[config.mk]
export PLATFORM = sky130hd
export DESIGN_NAME = pingpong_bufnx2
export DESIGN_NICKNAME = d
export VERILOG_FILES = /design/src/rtl/muxnx_defs_pkg.sv /design/src/rtl/regnx1_en.sv /design/src/rtl/pingpong_bufnx2.sv
export SDC_FILE = /design/constraint.sdc
export NUM_CORES = 1
export LEC_CHECK = 0
export BUFFER_PORTS_ARGS = -buffer_cell sky130_fd_sc_hd__buf_4
export CORE_ASPECT_RATIO = 0.6
export CORE_MARGIN = 2
export CORE_UTILIZATION = 49
export DETAILED_ROUTE_END_ITERATION = 7
export GPL_ROUTABILITY_DRIVEN = 0
export PLACE_DENSITY = 0.79
export SLEW_MARGIN = 20
export SYNTH_ARGS = -nofsm -noshare
export SYNTH_HDL_FRONTEND = slang
export SYNTH_SLANG_ARGS = --single-unit
[constraint.sdc]
create_clock -name pingpong_bufnx2_port_clk -period 1.55 [get_ports pingpong_bufnx2_port_clk]
set_input_delay 0.2325 -clock pingpong_bufnx2_port_clk [delete_from_list [all_inputs] [get_ports pingpong_bufnx2_port_clk]]
set_output_delay 0.2325 -clock pingpong_bufnx2_port_clk [all_outputs]
set_load 0.02 [all_outputs]
[src/rtl/muxnx_defs_pkg.sv]
`default_nettype none
// ============================================================================
// Module      : muxnx_defs (package)
// Description : Definitions shared by the muxnx2 mux family and the ping-pong
//               buffer that feeds it: default word width and the occupancy
//               state encodings.
// Revision    : 1.0 - initial release
// ============================================================================
package muxnx_defs;

    // Default data word width, common to muxnx2 and its upstream buffer.
    localparam int MUXNX_M = 16;

    // Occupancy states; the encoding equals the number of buffered words.
    localparam logic [1:0] ST_EMPTY = 2'd0;
    localparam logic [1:0] ST_ONE   = 2'd1;
    localparam logic [1:0] ST_FULL  = 2'd2;

endpackage
`default_nettype wire

[src/rtl/regnx1_en.sv]
`default_nettype none
// ============================================================================
// Module      : regnx1_en
// Description : M-bit register with synchronous active-high reset and load
//               enable.
//   clk  : clock
//   rst  : synchronous active-high reset (clears q)
//   i_en : load enable
//   i_d  : data in (M bits)
//   o_q  : registered data out (M bits)
// Revision    : 1.0 - initial release
// ============================================================================
module regnx1_en #(
    parameter int M = 16
) (
    input  logic         clk,
    input  logic         rst,
    input  logic         i_en,
    input  logic [M-1:0] i_d,
    output logic [M-1:0] o_q
);

    logic [M-1:0] r_q;

    always_ff @(posedge clk) begin
        if (rst) begin
            r_q <= '0;
        end else if (i_en) begin
            r_q <= i_d;
        end
    end

    assign o_q = r_q;

endmodule
`default_nettype wire

[src/rtl/pingpong_bufnx2.sv]
`default_nettype none
// ============================================================================
// Module      : pingpong_bufnx2
// Description : Two-bank ping-pong buffer feeding the muxnx2 2:1 word mux.
//               Words are written alternately into bank 0 / bank 1; the read
//               pointer drives the mux select so the mux output is always the
//               oldest unread word.
//   clk / rst       : clock, synchronous active-high reset
//   flush           : synchronous discard of all buffered words (data kept)
//   in_data/valid   : producer word and handshake; in_ready back-pressure
//   bank0 / bank1   : bank contents, to muxnx2 I0 / I1
//   sel             : read pointer, to muxnx2 sel
//   out_valid/ready : consumer handshake for the selected word
//   count           : occupancy 0..2
// Revision    : 1.0 - initial release
// ============================================================================
module pingpong_bufnx2
    import muxnx_defs::*;
#(
    parameter int M = MUXNX_M
) (
    input  logic         pingpong_bufnx2_port_clk,
    input  logic         pingpong_bufnx2_port_rst,
    input  logic         pingpong_bufnx2_port_flush,
    input  logic [M-1:0] pingpong_bufnx2_port_in_data,
    input  logic         pingpong_bufnx2_port_in_valid,
    output logic         pingpong_bufnx2_port_in_ready,
    output logic [M-1:0] pingpong_bufnx2_port_bank0,
    output logic [M-1:0] pingpong_bufnx2_port_bank1,
    output logic         pingpong_bufnx2_port_sel,
    output logic         pingpong_bufnx2_port_out_valid,
    input  logic         pingpong_bufnx2_port_out_ready,
    output logic [1:0]   pingpong_bufnx2_port_count
);

    logic         r_wr_ptr;
    logic         r_rd_ptr;
    logic [1:0]   r_full;
    logic [1:0]   r_state;
    logic [1:0]   w_state_nxt;
    logic         w_in_ready;
    logic         w_out_valid;
    logic         w_wr;
    logic         w_rd;
    logic [M-1:0] w_bank [2];

    // in_ready depends only on registered state: a pop while FULL does not
    // open a slot for a same-cycle push.
    assign w_in_ready  = (r_state != ST_FULL);
    assign w_out_valid = r_full[r_rd_ptr];

    // Flush drops any handshake in the same cycle.
    assign w_wr = pingpong_bufnx2_port_in_valid & w_in_ready & ~pingpong_bufnx2_port_flush;
    assign w_rd = w_out_valid & pingpong_bufnx2_port_out_ready & ~pingpong_bufnx2_port_flush;

    // Pointer and flag bookkeeping.
    always_ff @(posedge pingpong_bufnx2_port_clk) begin
        if (pingpong_bufnx2_port_rst || pingpong_bufnx2_port_flush) begin
            r_wr_ptr <= 1'b0;
            r_rd_ptr <= 1'b0;
            r_full   <= 2'b00;
        end else begin
            if (w_wr) begin
                r_full[r_wr_ptr] <= 1'b1;
                r_wr_ptr         <= ~r_wr_ptr;
            end
            // Write and read never target the same bank in one cycle: a write
            // only happens below FULL, where wr_ptr points at an empty bank.
            if (w_rd) begin
                r_full[r_rd_ptr] <= 1'b0;
                r_rd_ptr         <= ~r_rd_ptr;
            end
        end
    end

    // Occupancy state register.
    always_ff @(posedge pingpong_bufnx2_port_clk) begin
        if (pingpong_bufnx2_port_rst) begin
            r_state <= ST_EMPTY;
        end else begin
            r_state <= w_state_nxt;
        end
    end

    // Occupancy next-state.
    always_comb begin
        w_state_nxt = r_state;
        if (pingpong_bufnx2_port_flush) begin
            w_state_nxt = ST_EMPTY;
        end else begin
            case (r_state)
                ST_EMPTY: if (w_wr)          w_state_nxt = ST_ONE;
                ST_ONE: begin
                    if (w_wr && !w_rd)       w_state_nxt = ST_FULL;
                    else if (!w_wr && w_rd)  w_state_nxt = ST_EMPTY;
                end
                ST_FULL:  if (w_rd)          w_state_nxt = ST_ONE;
                default:                     w_state_nxt = ST_EMPTY;
            endcase
        end
    end

    // One storage register per bank; loaded only when the write pointer
    // selects it.
    for (genvar i = 0; i < 2; i++) begin : g_bank
        regnx1_en #(.M(M)) u_bank (
            .clk  (pingpong_bufnx2_port_clk),
            .rst  (pingpong_bufnx2_port_rst),
            .i_en (w_wr && (r_wr_ptr == 1'(i))),
            .i_d  (pingpong_bufnx2_port_in_data),
            .o_q  (w_bank[i])
        );
    end

    assign pingpong_bufnx2_port_in_ready  = w_in_ready;
    assign pingpong_bufnx2_port_out_valid = w_out_valid;
    assign pingpong_bufnx2_port_sel       = r_rd_ptr;
    assign pingpong_bufnx2_port_bank0     = w_bank[0];
    assign pingpong_bufnx2_port_bank1     = w_bank[1];
    assign pingpong_bufnx2_port_count     = r_state;

endmodule
`default_nettype wire

== After elaboration in Yosys (flattened, before gate mapping) ==
Cells that the tools add are included.

* Input bits: 21
* Register bits: 38

* Bitwise operators: 10
* Muxes and demuxes: 14
* Reduce and logical (&&, ||, !) cells: 12
* Equal/unequal tests: 6
* Order comparisons: 4

{| class="wikitable"
|+ Operators by type and width
! kind !! count
|-
| 2-to-1 mux 2 bit || 7
|-
| logical AND 1 bit || 6
|-
| inequality test 2 bit (second input constant) || 3
|-
| case mux 2 bit (3 select lines) || 1
|-
| AND 1 bit || 4
|-
| < comparator 1 x 2 -> 1 bit (second input constant) || 2
|-
| 2-to-1 mux 1 bit || 4
|-
| inequality test 3 bit (second input constant) || 1
|-
| inverter 1 bit || 3
|-
| AND reduction 3 bit || 1
|-
| AND 2 bit || 1
|-
| demux 1 bit (select 1 bit) || 2
|-
| == test 2 x 1 -> 1 bit (second input constant) || 1
|-
| == test 2 bit (second input constant) || 1
|-
| greater-or-equal comparator 1 bit (second input constant) || 2
|-
| zero test 1 bit || 2
|-
| zero test 2 bit || 1
|-
| inverter 2 bit || 1
|-
| bitwise OR 2 bit || 1
|-
| OR reduction 2 bit || 1
|-
| logical OR 1 bit || 1
|}

== Longest topological paths before layout ==
* Depth after elaboration: 9
* Depth in mapped cells: 6
* Gate-level depth less buffers: 4

== Cells and area by module ==
A second synthesis with hierarchy kept.

* Cells, all modules: 136
* Area total of the unflattened synthesis: 1463.9 µm²

{| class="wikitable"
|+ Modules (own cells, without submodules)
! module !! cells each !! area an instance (µm²) !! instances
|-
| regnx1_en || 52 || 580.6 || 2
|-
| pingpong_bufnx2 || 32 || 302.8 || 1
|}

== Worst setup path before layout ==
Ideal clock, no wire load.

* Kind: flip-flop to flip-flop
* From: reg r_rd_ptr (netlist: pingpong_bufnx2_port_sel)
* To: reg r_state[0] (netlist: pingpong_bufnx2_port_count[0])
* Data required time: 1.476 ns
* Path slack: -0.022 ns
* Arrival: 1.497 ns
* Cell stages (with the launch flop): 4
* Cell sequence: dfxtp_1 mux2_2 a2111o_1 a31oi_1

* Cells in the longest elaborated chain, start to end: 8

{| class="wikitable"
|+ Ends and longest elaborated chain
! what !! line !! source
|-
| start: declaration || pingpong_bufnx2.sv:37 || <nowiki>logic r_rd_ptr;</nowiki>
|-
| start signal: assignment || pingpong_bufnx2.sv:71 || <nowiki>r_rd_ptr <= ~r_rd_ptr;</nowiki>
|-
| 2-to-1 mux 1 bit (implied by the code) * (2 in a row) || pingpong_bufnx2.sv:50 || <nowiki>assign w_out_valid = r_full[r_rd_ptr];</nowiki>
|-
| named net pingpong_bufnx2_port_out_valid || pingpong_bufnx2.sv:31 || <nowiki>output logic pingpong_bufnx2_port_out_valid,</nowiki>
|-
| AND 1 bit * (2 in a row) || pingpong_bufnx2.sv:54 || <nowiki>assign w_rd = w_out_valid & pingpong_bufnx2_port_out_ready & ~pingpong_bufnx2_port_flush;</nowiki>
|-
| zero test 1 bit || pingpong_bufnx2.sv:94 || <nowiki>if (w_wr && !w_rd) w_state_nxt = ST_FULL;</nowiki>
|-
| logical AND 1 bit || pingpong_bufnx2.sv:94 ||
|-
| inequality test 3 bit (no source line) or 2-to-1 mux 2 bit (tied branches) || - ||
|-
| AND reduction 3 bit (no source line) or case mux 2 bit (3 select lines) (tied branches) || - ||
|-
| end signal: assignment || pingpong_bufnx2.sv:81 || <nowiki>r_state <= w_state_nxt;</nowiki>
|-
| end: declaration || pingpong_bufnx2.sv:39 || <nowiki>logic [1:0] r_state;</nowiki>
|}

Mark *: on every way through the listed nets, which the timed path passes. The rest lies on a longest branch. The select of a mux whose other input is x is not followed.
A chain may end at the register's enable or synchronous reset.

== Worst setup path in the final report ==
* From: reg r_rd_ptr (netlist: pingpong_bufnx2_port_sel)
* To: out pingpong_bufnx2_port_out_valid

* Cells in the longest elaborated chain, start to end: 2

{| class="wikitable"
|+ Ends and longest elaborated chain
! what !! line
|-
| 2-to-1 mux 1 bit (implied by the code) (2 in a row) || pingpong_bufnx2.sv:50
|-
| end: declaration || pingpong_bufnx2.sv:31
|}

Every way passes these cells. The select of a mux whose other input is x is not followed.

==> flow_metrics.env <==
export IMPL_ys_seq_elements=38
export IMPL_die_x_um=78.8
export IMPL_ys_flop_type="dfxtp_1"
export IMPL_clk_path_buf_depth=2
export IMPL_synth_common_cells="nand2b_1, dfxtp_1, mux2i_1"
export IMPL_vdd_drop_max_mv=0.666
export IMPL_syn_avg_cell_area_um2=10.5
export IMPL_fin_nets=238
export IMPL_synth_area_um2=1640
export IMPL_pre_cts_slack_ns=0.111
export IMPL_power_density_nw_per_um2=934
export IMPL_postPlaceCellArea_um2=2120
export IMPL_cts_root_buf="clkbuf_8"
export IMPL_cap_viol_max_count=0
export IMPL_start_kind="flip-flop"
export IMPL_fin_crit_ns=1.45
export IMPL_endpoint_kind="output pin"
export IMPL_grt_max_degree=50
export IMPL_post_route_period_util_pct=93.6
export IMPL_post_route_drc_count=0
export IMPL_report_power_total_mw=2.09
export IMPL_fillers=236
export IMPL_ant_nets=0
export IMPL_ys_top_cells_by_area="dfxtp_1, mux2i_1, nand2b_1, a31oi_1, buf_6"
export IMPL_antenna_found_initial=0
export IMPL_clkPwrFrac_pct=38.3
export IMPL_seqCellArea_um2=763
export IMPL_final_util_pct=69.6
export IMPL_ctsResizeCount=0
export IMPL_max_freq_mhz=689
export IMPL_ys_types=26
export IMPL_dieArea_um2=3850
export IMPL_area_delta_synth_final_pct=36.5
export IMPL_multi_input_area_um2=821
export IMPL_clk_latency_ns=0.28
export IMPL_drt_iter0_markers=42
export IMPL_initial_utilization_pct=51.0
export IMPL_finalWorstSetupSlack_ns=0.0988
export IMPL_viasPerCell=4.81
export IMPL_setup_viol=0
export IMPL_n_antenna_cell=0
export IMPL_yosysMostFrequentCell="nand2b_1"
export IMPL_design_area_um2=2240
export IMPL_avgRoutedWirePerCell_um=13.7
export IMPL_timing_rr_start="pingpong_bufnx2_port_count[1]$_SDFFE_PP0P_"
export IMPL_yosysSeqAreaShare_pct=46.3
export IMPL_hold_violations=0
export IMPL_overflow=0
export IMPL_skew_ns=0.00633
export IMPL_cp_required_ns=1.32
export IMPL_rsz0062_at_grt="yes"
export IMPL_slew_headroom_pct=77.8
export IMPL_cts_sinks=38
export IMPL_critPathKind="reg2out"
export IMPL_numCtsBuffers=5
export IMPL_core_area_um2=3220
export IMPL_synth_area_leader_cell="dfxtp_1"
export IMPL_cts_setup_buffers=0
export IMPL_rrSetupSlack_ns=0.1
export IMPL_cts_htree_levels=2
export IMPL_cp_max_fo=6
export IMPL_holdCritStartpoint="pingpong_bufnx2_port_out_ready"
export IMPL_power_frac_seq_pct=49.1
export IMPL_ys_warn_count=0
export IMPL_hpwl_mm=2.64
export IMPL_grt_pass1_wl_mm=6.04
export IMPL_startpoint="pingpong_bufnx2_port_sel$_SDFFE_PP0P_"
export IMPL_synthCells=157
export IMPL_worstPathArrival_ns=1.22
export IMPL_placed_cells=254
export IMPL_ios=58
export IMPL_tightest_slew_ns=0.333
export IMPL_sw_frac_of_total_pct=22.4
export IMPL_cts_hold_buf=0
export IMPL_status="completed"
export IMPL_cts_tree="built"
export IMPL_drive_gt1_share_pct=36.2
export IMPL_synth_edff_count=0
export IMPL_wl_mm=3.59
export IMPL_p_leak_nw=1.01
export IMPL_async_reset_ff_share_pct=0
export IMPL_slew_violations=0
export IMPL_synth_top_area_share_pct=46.3
export IMPL_die_y_um=48.9
export IMPL_clkTransAtPathRegs_ns=0.07
export IMPL_grt_use_total_pct=20.3
export IMPL_grt_pass1_vias=1289
export IMPL_num_rows=16
export IMPL_pwr_share_comb_pct=12.6
export IMPL_first_pass_iters=4
export IMPL_netSwitchingPower_mw=0.469
export IMPL_vias=1265
export IMPL_final_cells=263
export IMPL_internal_power_mw=1.63
export IMPL_synthesis_nets=178
export IMPL_port_buffers=57
export IMPL_hold_class="in2reg"
path summary, 6_finish.rpt:
kind	end	depth (start not counted)
hold reg to reg	g_bank[0].u_bank.o_q[0]$_SDFFE_PP0P_	2
setup / recovery	pingpong_bufnx2_port_out_valid	2
hold / removal	pingpong_bufnx2_port_count[1]$_SDFFE_PP0P_	2
setup reg to reg	g_bank[1].u_bank.o_q[12]$_SDFFE_PP0P_	5
critical path, stage by stage, from the launching register on:
cell     delay (ns)
dfxtp_2        0.38
mux2_2         0.39
buf_4          0.17
power groups by stage:
| stage | logic, mW | registers, mW | clock network [mW] |
|---|---|---|---|
| 2_1_floorplan | 0.118 | 1.08 | 0 |
| 3_3_place_gp | 0.257 | 1.05 | 0 |
| 3_5_place_dp | 0.263 | 1.05 | 0 |
| 4_1_cts | 0.264 | 1.03 | 0.827 |
| 5_1_grt | 0.284 | 1.03 | 0.882 |
| 6_report | 0.264 | 1.03 | 0.802 |
registers in the layout (all words and copies together), names as in the netlist:
register	flops
pingpong_bufnx2_port_sel	1
pingpong_bufnx2_port_count	2
r_wr_ptr	1
g_bank.u_bank.o_q	32
r_full	2
metrics by stage:
stage | hold slack (ns) | TNS (ns)
finish | 0.198 | 0
global route | 0.183 | -0.00953
CTS | 0.190 | 0
detailed placement | 0.466 | 0
global placement | 0.464 | 0
floorplan | 0.408 | 0
final cells by class:
type	count	area share [%]
Inverter	4	0.670
Sequential cell	38	34.0
Multi-Input combinational cell	104	36.6
Tap cell	45	2.51
Clock buffer	7	3.40
Clock inverter	1	1.34
Timing Repair Buffer	64	21.4
layout by cell type (no fill, tap or decap), drive strengths merged:
cell / netlist / final
buf: 5 / 63
nand2b: 48 / 48
dfxtp: 38 / 38
mux2i: 32 / 32
clkbuf: 6 / 8
inv: 4 / 4
a31oi: 4 / 4
a21oi: 3 / 3
o21a: 2 / 2
nor2b: 1 / 1
nor4: 1 / 1
or2: 1 / 1
nor4b: 1 / 1
o21ai: 1 / 1
or3: 1 / 1
a311oi: 1 / 1
mux2: 1 / 1
and2b: 1 / 1
a211oi: 1 / 1
nand4b: 1 / 1
nand3: 1 / 1
a2111o: 1 / 1
nor3b: 1 / 1
or4: 1 / 1
bufinv: 0 / 1
logic make-up (layout without fill, tap and decap cells):
| logic type | after synthesis | count (layout) | share of synthesized area [%] |
|---|---|---|---|
| AO/OA/AOI/OAI | 13 | 13 | 5.33 |
| buffers and inverters | 15 | 76 | 4.49 |
| flip-flops | 38 | 38 | 46.3 |
| multiplexers | 33 | 33 | 20.2 |
| AND/OR/NAND/NOR | 58 | 58 | 23.7 |
per-layer routing:
layer | part of all wire [%] | up-vias | global-route usage (%) | wire length [um]
met1 | 49 | 585 | 27.0 | 1770
met2 | 46 | 31 | 31.9 | 1640
met5 | 0 | - | 0 | 0
met3 | 4.3 | 2 | 6.48 | 155
met4 | 0.58 | 0 | 5.56 | 21
li1 | - | 647 | - | -
No activity file was read; power rests on OpenSTA's default activity.
